===== src/rtl/fgen_burst_ctrl.sv =====
// rtl/fgen_burst_ctrl.sv - LUT slice sequencer with rate divider and burst control
// Ports:
//   clk, rst               : clock, asynchronous active-high reset
//   cfg_valid, cfg_ready   : configuration handshake, accepted only while idle
//   cfg_div                : strobe spacing minus one
//   cfg_count              : waveform periods per burst, 0 = continuous
//   start, stop            : one-cycle run begin / end-at-period-boundary requests
//   slice_idx, slice_en    : LUT address and one-cycle read strobe
//   busy, done             : run in progress / one-cycle normal-end pulse
module fgen_burst_ctrl #(
  parameter int SLICES = 8,
  parameter int DIV_W  = 16,
  parameter int IDX_W  = $clog2(SLICES)
) (
  input  logic             clk,
  input  logic             rst,
  input  logic             cfg_valid,
  output logic             cfg_ready,
  input  logic [DIV_W-1:0] cfg_div,
  input  logic [7:0]       cfg_count,
  input  logic             start,
  input  logic             stop,
  output logic [IDX_W-1:0] slice_idx,
  output logic             slice_en,
  output logic             busy,
  output logic             done
);

  typedef enum logic {S_IDLE = 1'b0, S_RUN = 1'b1} state_t;

  localparam logic [IDX_W-1:0] LAST_IDX = IDX_W'(SLICES - 1);

  state_t           state_q, state_d;
  logic [DIV_W-1:0] div_q, div_d;
  logic [7:0]       cnt_q, cnt_d;
  logic [DIV_W-1:0] ph_q, ph_d;        // divider phase of the current cycle
  logic [IDX_W-1:0] nidx_q, nidx_d;    // index the next strobe will present
  logic [7:0]       per_q, per_d;
  logic             stop_q, stop_d;
  logic [IDX_W-1:0] slice_idx_q, slice_idx_d;
  logic             slice_en_q, slice_en_d;
  logic             busy_q, busy_d;
  logic             done_q, done_d;
  logic             tick, period_end, terminal;

  assign tick       = (state_q == S_RUN) && (ph_q == '0);
  assign period_end = tick && (nidx_q == LAST_IDX);
  // A pending or same-cycle stop only ever ends the run on a period boundary.
  assign terminal   = period_end &&
                      (((cnt_q != 8'd0) && ((per_q + 8'd1) == cnt_q)) || stop_q || stop);

  always_ff @(posedge clk or posedge rst) begin
    if (rst) begin
      state_q <= S_IDLE;
    end else begin
      state_q <= state_d;
    end
  end

  always_comb begin
    state_d = state_q;
    case (state_q)
      S_IDLE:  if (start) state_d = S_RUN;
      S_RUN:   if (terminal) state_d = S_IDLE;
      default: state_d = S_IDLE;
    endcase
  end

  // Config lands in div_q/cnt_q on the same edge that starts the run, and the
  // first RUN cycle only needs a cleared phase, so the new values are in place
  // before anything reads them.
  always_comb begin
    div_d  = div_q;
    cnt_d  = cnt_q;
    ph_d   = ph_q;
    nidx_d = nidx_q;
    per_d  = per_q;
    stop_d = stop_q;
    if (state_q == S_IDLE) begin
      if (cfg_valid) begin
        div_d = cfg_div;
        cnt_d = cfg_count;
      end
      if (start) begin
        ph_d   = '0;
        nidx_d = '0;
        per_d  = '0;
        stop_d = 1'b0;
      end
    end else begin
      stop_d = stop_q | stop;
      ph_d   = (ph_q == div_q) ? '0 : ph_q + DIV_W'(1);
      if (tick)       nidx_d = nidx_q + IDX_W'(1);
      if (period_end) per_d  = per_q + 8'd1;
      if (terminal) begin
        ph_d   = '0;
        nidx_d = '0;
      end
    end
  end

  // Outputs are registered, so they are derived from next-cycle state.
  always_comb begin
    busy_d      = (state_d == S_RUN);
    slice_en_d  = (state_d == S_RUN) && (ph_d == '0);
    done_d      = terminal;
    slice_idx_d = slice_idx_q;
    if (state_d != S_RUN) begin
      slice_idx_d = '0;
    end else if (slice_en_d) begin
      slice_idx_d = nidx_d;
    end
  end

  always_ff @(posedge clk or posedge rst) begin
    if (rst) begin
      div_q       <= '0;
      cnt_q       <= '0;
      ph_q        <= '0;
      nidx_q      <= '0;
      per_q       <= '0;
      stop_q      <= 1'b0;
      slice_idx_q <= '0;
      slice_en_q  <= 1'b0;
      busy_q      <= 1'b0;
      done_q      <= 1'b0;
    end else begin
      div_q       <= div_d;
      cnt_q       <= cnt_d;
      ph_q        <= ph_d;
      nidx_q      <= nidx_d;
      per_q       <= per_d;
      stop_q      <= stop_d;
      slice_idx_q <= slice_idx_d;
      slice_en_q  <= slice_en_d;
      busy_q      <= busy_d;
      done_q      <= done_d;
    end
  end

  assign cfg_ready = (state_q == S_IDLE);
  assign slice_idx = slice_idx_q;
  assign slice_en  = slice_en_q;
  assign busy      = busy_q;
  assign done      = done_q;

endmodule

===== config.mk =====
export PLATFORM = sky130hd
export DESIGN_NAME = fgen_burst_ctrl
export DESIGN_NICKNAME = d
export VERILOG_FILES = /design/src/rtl/fgen_burst_ctrl.sv
export SDC_FILE = /design/constraint.sdc
export NUM_CORES = 1
export LEC_CHECK = 0
export CAP_MARGIN = 40
export CORE_ASPECT_RATIO = 0.75
export CORE_MARGIN = 10
export CORE_UTILIZATION = 25
export CTS_CLUSTER_SIZE = 12
export DETAILED_ROUTE_END_ITERATION = 10
export PLACE_DENSITY = 0.39
export SLEW_MARGIN = 20
export SYNTH_ARGS = -nofsm -noshare
export SYNTH_HDL_FRONTEND = slang
export SYNTH_SLANG_ARGS = --single-unit

===== constraint.sdc =====
create_clock -name clk -period 4.2 [get_ports clk]
set_clock_uncertainty 0.05 [all_clocks]
set_input_delay 0.63 -clock clk [delete_from_list [all_inputs] [get_ports clk]]
set_output_delay 0.63 -clock clk [all_outputs]
set_load 0.005 [all_outputs]

==> results of run 1 <==
-- stage by stage --
step / worst slack [ns] / instance area, µm²
2_1_floorplan: 1.339 / 3239
6_report: 0.7536 / 4025
3_3_place_gp: 0.9107 / 3732
3_5_place_dp: 0.7956 / 3752
5_1_grt: 0.4306 / 4025
4_1_cts: 0.7467 / 4025
-- synthesized netlist by cell type, types with 5 or more instances --
cell	count
sky130_fd_sc_hd__nor2_1	21
sky130_fd_sc_hd__a21oi_1	5
sky130_fd_sc_hd__nand4_1	5
sky130_fd_sc_hd__and3_1	8
sky130_fd_sc_hd__o31ai_1	11
sky130_fd_sc_hd__ha_1	5
sky130_fd_sc_hd__inv_1	10
sky130_fd_sc_hd__mux2_2	25
sky130_fd_sc_hd__nand3_1	16
sky130_fd_sc_hd__nor4_1	7
sky130_fd_sc_hd__clkbuf_1	16
sky130_fd_sc_hd__nor2b_1	5
sky130_fd_sc_hd__xor2_1	24
sky130_fd_sc_hd__nand2_1	30
sky130_fd_sc_hd__o21ai_0	29
sky130_fd_sc_hd__dfrtp_1	58
sky130_fd_sc_hd__xnor2_1	7
-- final cells by class --
class	instances	area, µm²	share of cell area [%]
clock buffers	11	242.7	6.030
clock inverters	5	30.03	0.7460
inverters	10	37.54	0.9325
multi-input cells	242	1655	41.13
flip-flops and latches	58	1451	36.06
well taps	166	207.7	5.160
repair buffers	40	400.4	9.947
-- power groups by stage --
| stage | Sequential [mW] | Clock, mW | Combinational, mW |
|---|---|---|---|
| 5_1_grt | 0.847 | 0.715 | 0.566 |
| 6_report | 0.823 | 0.670 | 0.495 |
| 4_1_cts | 0.823 | 0.695 | 0.497 |
| 3_5_place_dp | 0.831 | 0 | 0.492 |
| 2_1_floorplan | 0.738 | 0 | 0.426 |
| 3_3_place_gp | 0.832 | 0 | 0.493 |
-- worst paths after layout --
kind	end	slack [ns]	depth (start not counted)
max in group asynchronous	nidx_q[2]	2.74	4
hold reg to reg	per_q[7]	0.47	1
min in group asynchronous	ph_q[14]	0.57	2
setup reg to reg	slice_idx[0]	0.75	10
setup / recovery	slice_idx[0]	0.75	10
hold / removal	per_q[7]	0.47	1
-- cell families (layout without fill, tap and decap cells) --
family,after synthesis,count (layout)
xor gates and xnor gates,31,31
muxes,28,28
DFF,58,58
and+or+nand+nor,108,108
buffers and inverters,32,66
AOI/OAI and AO/OA,70,70
adders and majority gates,5,5
-- registers in the layout, indices dropped and copies added, names as in the netlist --
name       count
slice_idx      3
ph_q          16
done           1
slice_en       1
cnt_q          8
busy           1
stop_q         1
div_q         16
nidx_q         3
per_q          8
-- metal layers --
metal	vias to the layer above	share of wire, %
li1	1241	-
met2	63	41
met1	1246	52
met4	0	0.68
met3	7	6.3
met5	-	0
==> run summary, run 1 <==
- **proportion of power drawn by flip-flops and latches** 41.4%
- **commonest cells after routing, fill and taps aside** 58 x sky130_fd_sc_hd__dfrtp_1, 35 x sky130_fd_sc_hd__clkdlybuf4s50_1, 30 x sky130_fd_sc_hd__nand2_1, 29 x sky130_fd_sc_hd__o21ai_0, 25 x sky130_fd_sc_hd__mux2_2
- **data arrival time at the worst-slack endpoint** 3.64 ns
- **final count of pins violating max slew** 0
- **FILL cells** 1,279
- **aggregate global-route resource usage** 10.24%
- **final setup vio count** 0
- **WL final** 8907 µm
- **Crit path top cell by count** sky130_fd_sc_hd__nand3_1
- **First-pass DRT Iterations** 4
- **cell chain of the critical path** ha_1 -> nand3_1 -> a211oi_1 -> nand3_1 -> o41a_1 -> o21ai_4 -> o22ai_1 -> a221oi_1 -> and4b_1 -> mux2i_1
- **Global Route met3 Usage** 3.584%
- **top cells by area, synth** sky130_fd_sc_hd__dfrtp_1 45%, sky130_fd_sc_hd__mux2_2 8.7%, sky130_fd_sc_hd__xor2_1 6.5%
- **maximum achievable frequency** 290.2 MHz
- **count of flip-flops with a built-in enable after synthesis** 0
- **clock share of power** 33.7%
- **top cell type by total area after synthesis** sky130_fd_sc_hd__dfrtp_1
- **overall die height** 118.6 µm
- **global routing usage on met2** 13.50%
- **kind of path behind the tightest hold check** register to register
- **Synth Register Bits** 58
- **vias in the first global route** 2,643
- **cell with the biggest individual delay on the critical path** sky130_fd_sc_hd__o41a_1
- **number of input and output port buffers inserted** 35
- **critical path start-end classification** register to register
- **post-synthesis share of cell area spent on full adders, half adders and majority gates** 1.931%
- **DRC** 0
- **Final Critical Period** 3.446 ns
- **beginning of the worst register-to-register path** per_q[0]
- **Critical path origin** per_q[0]
- **initial standard-cell utilization of the core** 25.95%
- **# H-tree levels** 3
- **setup TNS** 0 ns
- **required time at the worst-slack endpoint** 4.40 ns
- **number of buffer and inverter instances along the worst setup path** 0
- **initial drt markers** 196
- **cell area power density** 494.0 nW/µm²
- **number of instances in the synthesized netlist** 332
- **post-synthesis compound-gate area fraction** 14.41%
- **GP Congestion** 0.8307
- **per-instance average area after synthesis** 9.757 µm²
- **largest stage delay on the critical path** 0.49 ns
- **DRT antenna net count** 0
- **number of antenna violations at the first check in global routing** 0
- **number of cell rows** 35
- **Post-Place Cells** 516
- **routed vias** 2,557
- **xor and xnor fraction of the mapped netlist area** 8.382%
- **Ports** 36
- **first-pass GRT wire length** 14,530 µm
- **DIE AREA** 17,960 µm²
- **cell area after synthesis** 3239 µm²
- **delay-heaviest family, CP** compound AO/OA/AOI/OAI gates
- **number of buffers inserted by post-CTS setup repair** 0
- **dominant combinational cell family by area after synthesis** simple AND/OR/NAND/NOR gates
- **multiplexer share of the synthesized area** 9.618%
- **largest net degree at the start of global routing** 25
- **reported net switching power** 662.0 µW
- **clock tree from TritonCTS** built
- **Clock Tree Buf Depth** 2
- **outcome** complete, no violations
- **fraction of final layout cells sized beyond drive strength 1** 14.21%
- **hold_buf cts** 0
- **post-route insts no fill** 532
- **tightest slew margin relative to the limit** 55.03%
- **share of the core filled with cells in the final layout** 32.25%
- **overall power** 1.988 mW
- **GRT met1 Usage** 15.13%
- **detail-routed net length per standard cell** 16.74 µm
- **actual transition at the worst max-transition pin** 0.6658 ns
- **clock latency on the worst-skew pair** 0.33 ns
- **Clk Tree Root Cell** sky130_fd_sc_hd__clkbuf_16
- **flip-flop cell with the highest count after synthesis** sky130_fd_sc_hd__dfrtp_1
- **type of element capturing the critical path** register
- **proportion of synthesized chip area in sequential cells** 44.80%
- **worst min-delay path startpoint** per_q[7]
- **final hold slack** 0.4700 ns
- **RSZ-0062 raised after global routing** no
- **Layout area overhead** 24.26%
- **post-synthesis share of cell area spent on and, or, nand and nor gates** 16.69%
- **TritonCTS buffer count** 9
- **core outline area** 12,480 µm²
- **fin crit share** 82.06%
- **total internal power** 1.326 mW
- **kind of launch point of the worst setup path** register
- **post-detailed-route via-to-cell ratio** 4.806
- **Worst Path Max Fanout** 18
- **chip width** 151.4 µm
- **Warnings, synthesis** 0
- **total overflow reported by the global router** 0
- **fraction of power spent switching nets** 33.29%
- **gr busiest metal** met1
- **proportion of register bits with asynchronous set or reset after synthesis** 100.0%
- **IR drop worst, VDD** 0.2881 mV
- **count of max-cap constraint violations** 0
- **Detailed Place HPWL** 6694 µm
- **Net Count, Synth** 366
- **most common cell after layout, fill and taps aside** sky130_fd_sc_hd__dfrtp_1
- **Post-CTS Resized** 0
- **Logic pwr share** 24.9%
- **number of inserted diodes** 0
- **area share of the largest cell type after synthesis** 44.80%
- **number of distinct library cells after synthesis** 48
- **TritonCTS sink count** 58
- **final-report hold violation count** 0
- **Leakage Power** 1.674 nW
- **Reg clk slew, reported paths** 0.05 ns
- **Nets** 395
(Power assumes the default switching activity.)
==> run 2: changes to the inputs <==
==> constraint.sdc (replaced) <==
create_clock -name clk -period 3.2 [get_ports clk]
set_clock_uncertainty 0.05 [all_clocks]
set_input_delay 0.48 -clock clk [delete_from_list [all_inputs] [get_ports clk]]
set_output_delay 0.48 -clock clk [all_outputs]
set_load 0.005 [all_outputs]
==> run 2 against run 1 <==
  * Setup slack got worse by 0.50 ns
  * Worst hold slack worse by 0.034 ns
  * Core utilization increased by 1.4 points
  * Non-clock buffer count up 15
  * Highest routed layer unchanged
  * Sequential share of layout area decreased by 1.4 points
  * Cell area up 4.2%
  * Final cell count is 2.8% higher
  * Wire length increased by 0.83%
  * Critical endpoint is now slice_idx[2]
  * Sequential power increased by 31%
  * Combinational power is 45% higher
  * Power up 43%
==> run summary, run 2 (synthesis results as in run 1) <==
- **outcome** complete, no violations
- **Clk Tree Root Cell** sky130_fd_sc_hd__clkbuf_16
- **actual transition at the worst max-transition pin** 0.5078 ns
- **post-route insts no fill** 547
- **Post-CTS Resized** 0
- **hold_buf cts** 0
- **tightest slew margin relative to the limit** 65.99%
- **final-report hold violation count** 0
- **first-pass GRT wire length** 15,040 µm
- **data arrival time at the worst-slack endpoint** 3.13 ns
- **largest net degree at the start of global routing** 27
- **TritonCTS buffer count** 9
- **overall die height** 118.6 µm
- **DR WL met2** 3604 µm
- **FILL cells** 1,285
- **Final Critical Period** 2.944 ns
- **clock latency on the worst-skew pair** 0.33 ns
- **beginning of the worst register-to-register path** per_q[1]
- **post-detailed-route via-to-cell ratio** 4.786
- **commonest cells after routing, fill and taps aside** 57 x sky130_fd_sc_hd__dfrtp_1, 35 x sky130_fd_sc_hd__clkdlybuf4s50_1, 30 x sky130_fd_sc_hd__nand2_1, 29 x sky130_fd_sc_hd__o21ai_0, 25 x sky130_fd_sc_hd__mux2_2
- **routed vias** 2,618
- **kind of path behind the tightest hold check** input port to asynchronous set/reset pin
- **total overflow reported by the global router** 0
- **number of antenna violations at the first check in global routing** 0
- **setup TNS** 0 ns
- **cell chain of the critical path** ha_1 -> xor2_1 -> a211oi_1 -> nand3_1 -> o41a_1 -> o21ai_4 -> buf_4 -> a41oi_1 -> a221oi_2 -> and4b_2 -> mux2i_1
- **WL final** 8981 µm
- **top flop regs** div_q (16), ph_q (16)
- **largest stage delay on the critical path** 0.41 ns
- **core outline area** 12,480 µm²
- **Ports** 36
- **kind of launch point of the worst setup path** register
- **DRT antenna net count** 0
- **initial standard-cell utilization of the core** 25.95%
- **capturing element of the worst setup path** slice_idx[2]
- **share of the core filled with cells in the final layout** 33.60%
- **cell area power density** 676.3 nW/µm²
- **cell with the biggest individual delay on the critical path** sky130_fd_sc_hd__dfrtp_1
- **Leakage Power** 1.777 nW
- **Post-Place Cells** 531
- **initial drt markers** 209
- **required time at the worst-slack endpoint** 3.39 ns
- **# H-tree levels** 3
- **First-pass DRT Iterations** 4
- **DIE AREA** 17,960 µm²
- **critical path start-end classification** register to register
- **setup slack after layout** 0.2562 ns
- **Critical path origin** per_q[1]
- **number of buffers inserted by post-CTS setup repair** 0
- **delay-heaviest family, CP** compound AO/OA/AOI/OAI gates
- **most common cell after layout, fill and taps aside** sky130_fd_sc_hd__dfrtp_1
- **TritonCTS sink count** 58
- **fin crit share** 91.99%
- **final setup vio count** 0
- **vias in the first global route** 2,718
- **area taken by multi-input logic gates** 1663 µm²
- **chip width** 151.4 µm
- **Placed Instance Area** 3865 µm²
- **Clock Tree Buf Depth** 2
- **Detailed Place HPWL** 6913 µm
- **detail-routed net length per standard cell** 16.42 µm
- **number of cell rows** 35
- **GP Congestion** 0.8401
- **final count of pins violating max slew** 0
- **type of element capturing the critical path** register
- **met1 wire length** 4852 µm
- **IR drop worst, VDD** 0.3108 mV
- **count of max-cap constraint violations** 0
- **endpoint of the most critical register-to-register path** slice_idx[2]
- **number of inserted diodes** 0
- **Worst Path Max Fanout** 6
- **DRC** 0
- **Final Cell Area** 4194 µm²
- **instance count on the critical path** 11
- **clock tree from TritonCTS** built
- **maximum achievable frequency** 339.7 MHz
- **Nets** 410
- **Layout area overhead** 29.47%
- **fraction of final layout cells sized beyond drive strength 1** 18.37%
- **combined flip-flop and latch cell area** 1453 µm²
- **worst slack at placement** 0.05567 ns
- **aggregate global-route resource usage** 10.65%
- **RSZ-0062 raised after global routing** no
- **routed length on met3** 457 µm
- **setup slack, reg-to-reg** 0.26 ns
- **uppermost layer routed** met4
- **number of buffer and inverter instances along the worst setup path** 1
- **length in cells of the worst reg-to-reg path** 11
- **Reg clk slew, reported paths** 0.06 ns
- **number of input and output port buffers inserted** 35
-- run 2: stage by stage --
stage          hold slack, ns  total power [mW]
2_1_floorplan          0.4193             1.527
3_3_place_gp           0.4519             1.805
3_5_place_dp           0.4492             1.801
4_1_cts                0.4427             2.873
5_1_grt                0.4757             3.033
6_report               0.4363             2.836
-- run 2: area by class of cell --
class | count | share of cell area [%]
Tap cell | 166 | 4.952
Clock inverter | 5 | 1.850
Timing Repair Buffer | 55 | 12.23
Inverter | 10 | 0.8950
Multi-Input combinational cell | 242 | 39.65
Sequential cell | 58 | 34.64
Clock buffer | 11 | 5.788
-- run 2: where the power goes --
group          internal, mW  switching, mW  total [mW]
combinational         0.364          0.356       0.720
clock                 0.699          0.340        1.04
sequential            0.877          0.200        1.08
total                  1.94          0.896        2.84
-- run 2: routing by layer --
layer	global-route usage [%]	vias up
li1	-	1282
met1	15.86	1268
met2	13.69	64
met3	3.507	4
met4	3.601	0
met5	0	-
-- run 2: worst min path at each step --
stage / from / end / slack [ns] / cells after the start
global route: rst / ph_q[8] / 0.48 / 2
detailed placement: per_q[7] / per_q[7] / 0.45 / 1
finish: rst / ph_q[3] / 0.44 / 2
floorplan: per_q[7] / per_q[7] / 0.42 / 1
CTS: rst / ph_q[8] / 0.44 / 2
global placement: per_q[7] / per_q[7] / 0.45 / 1
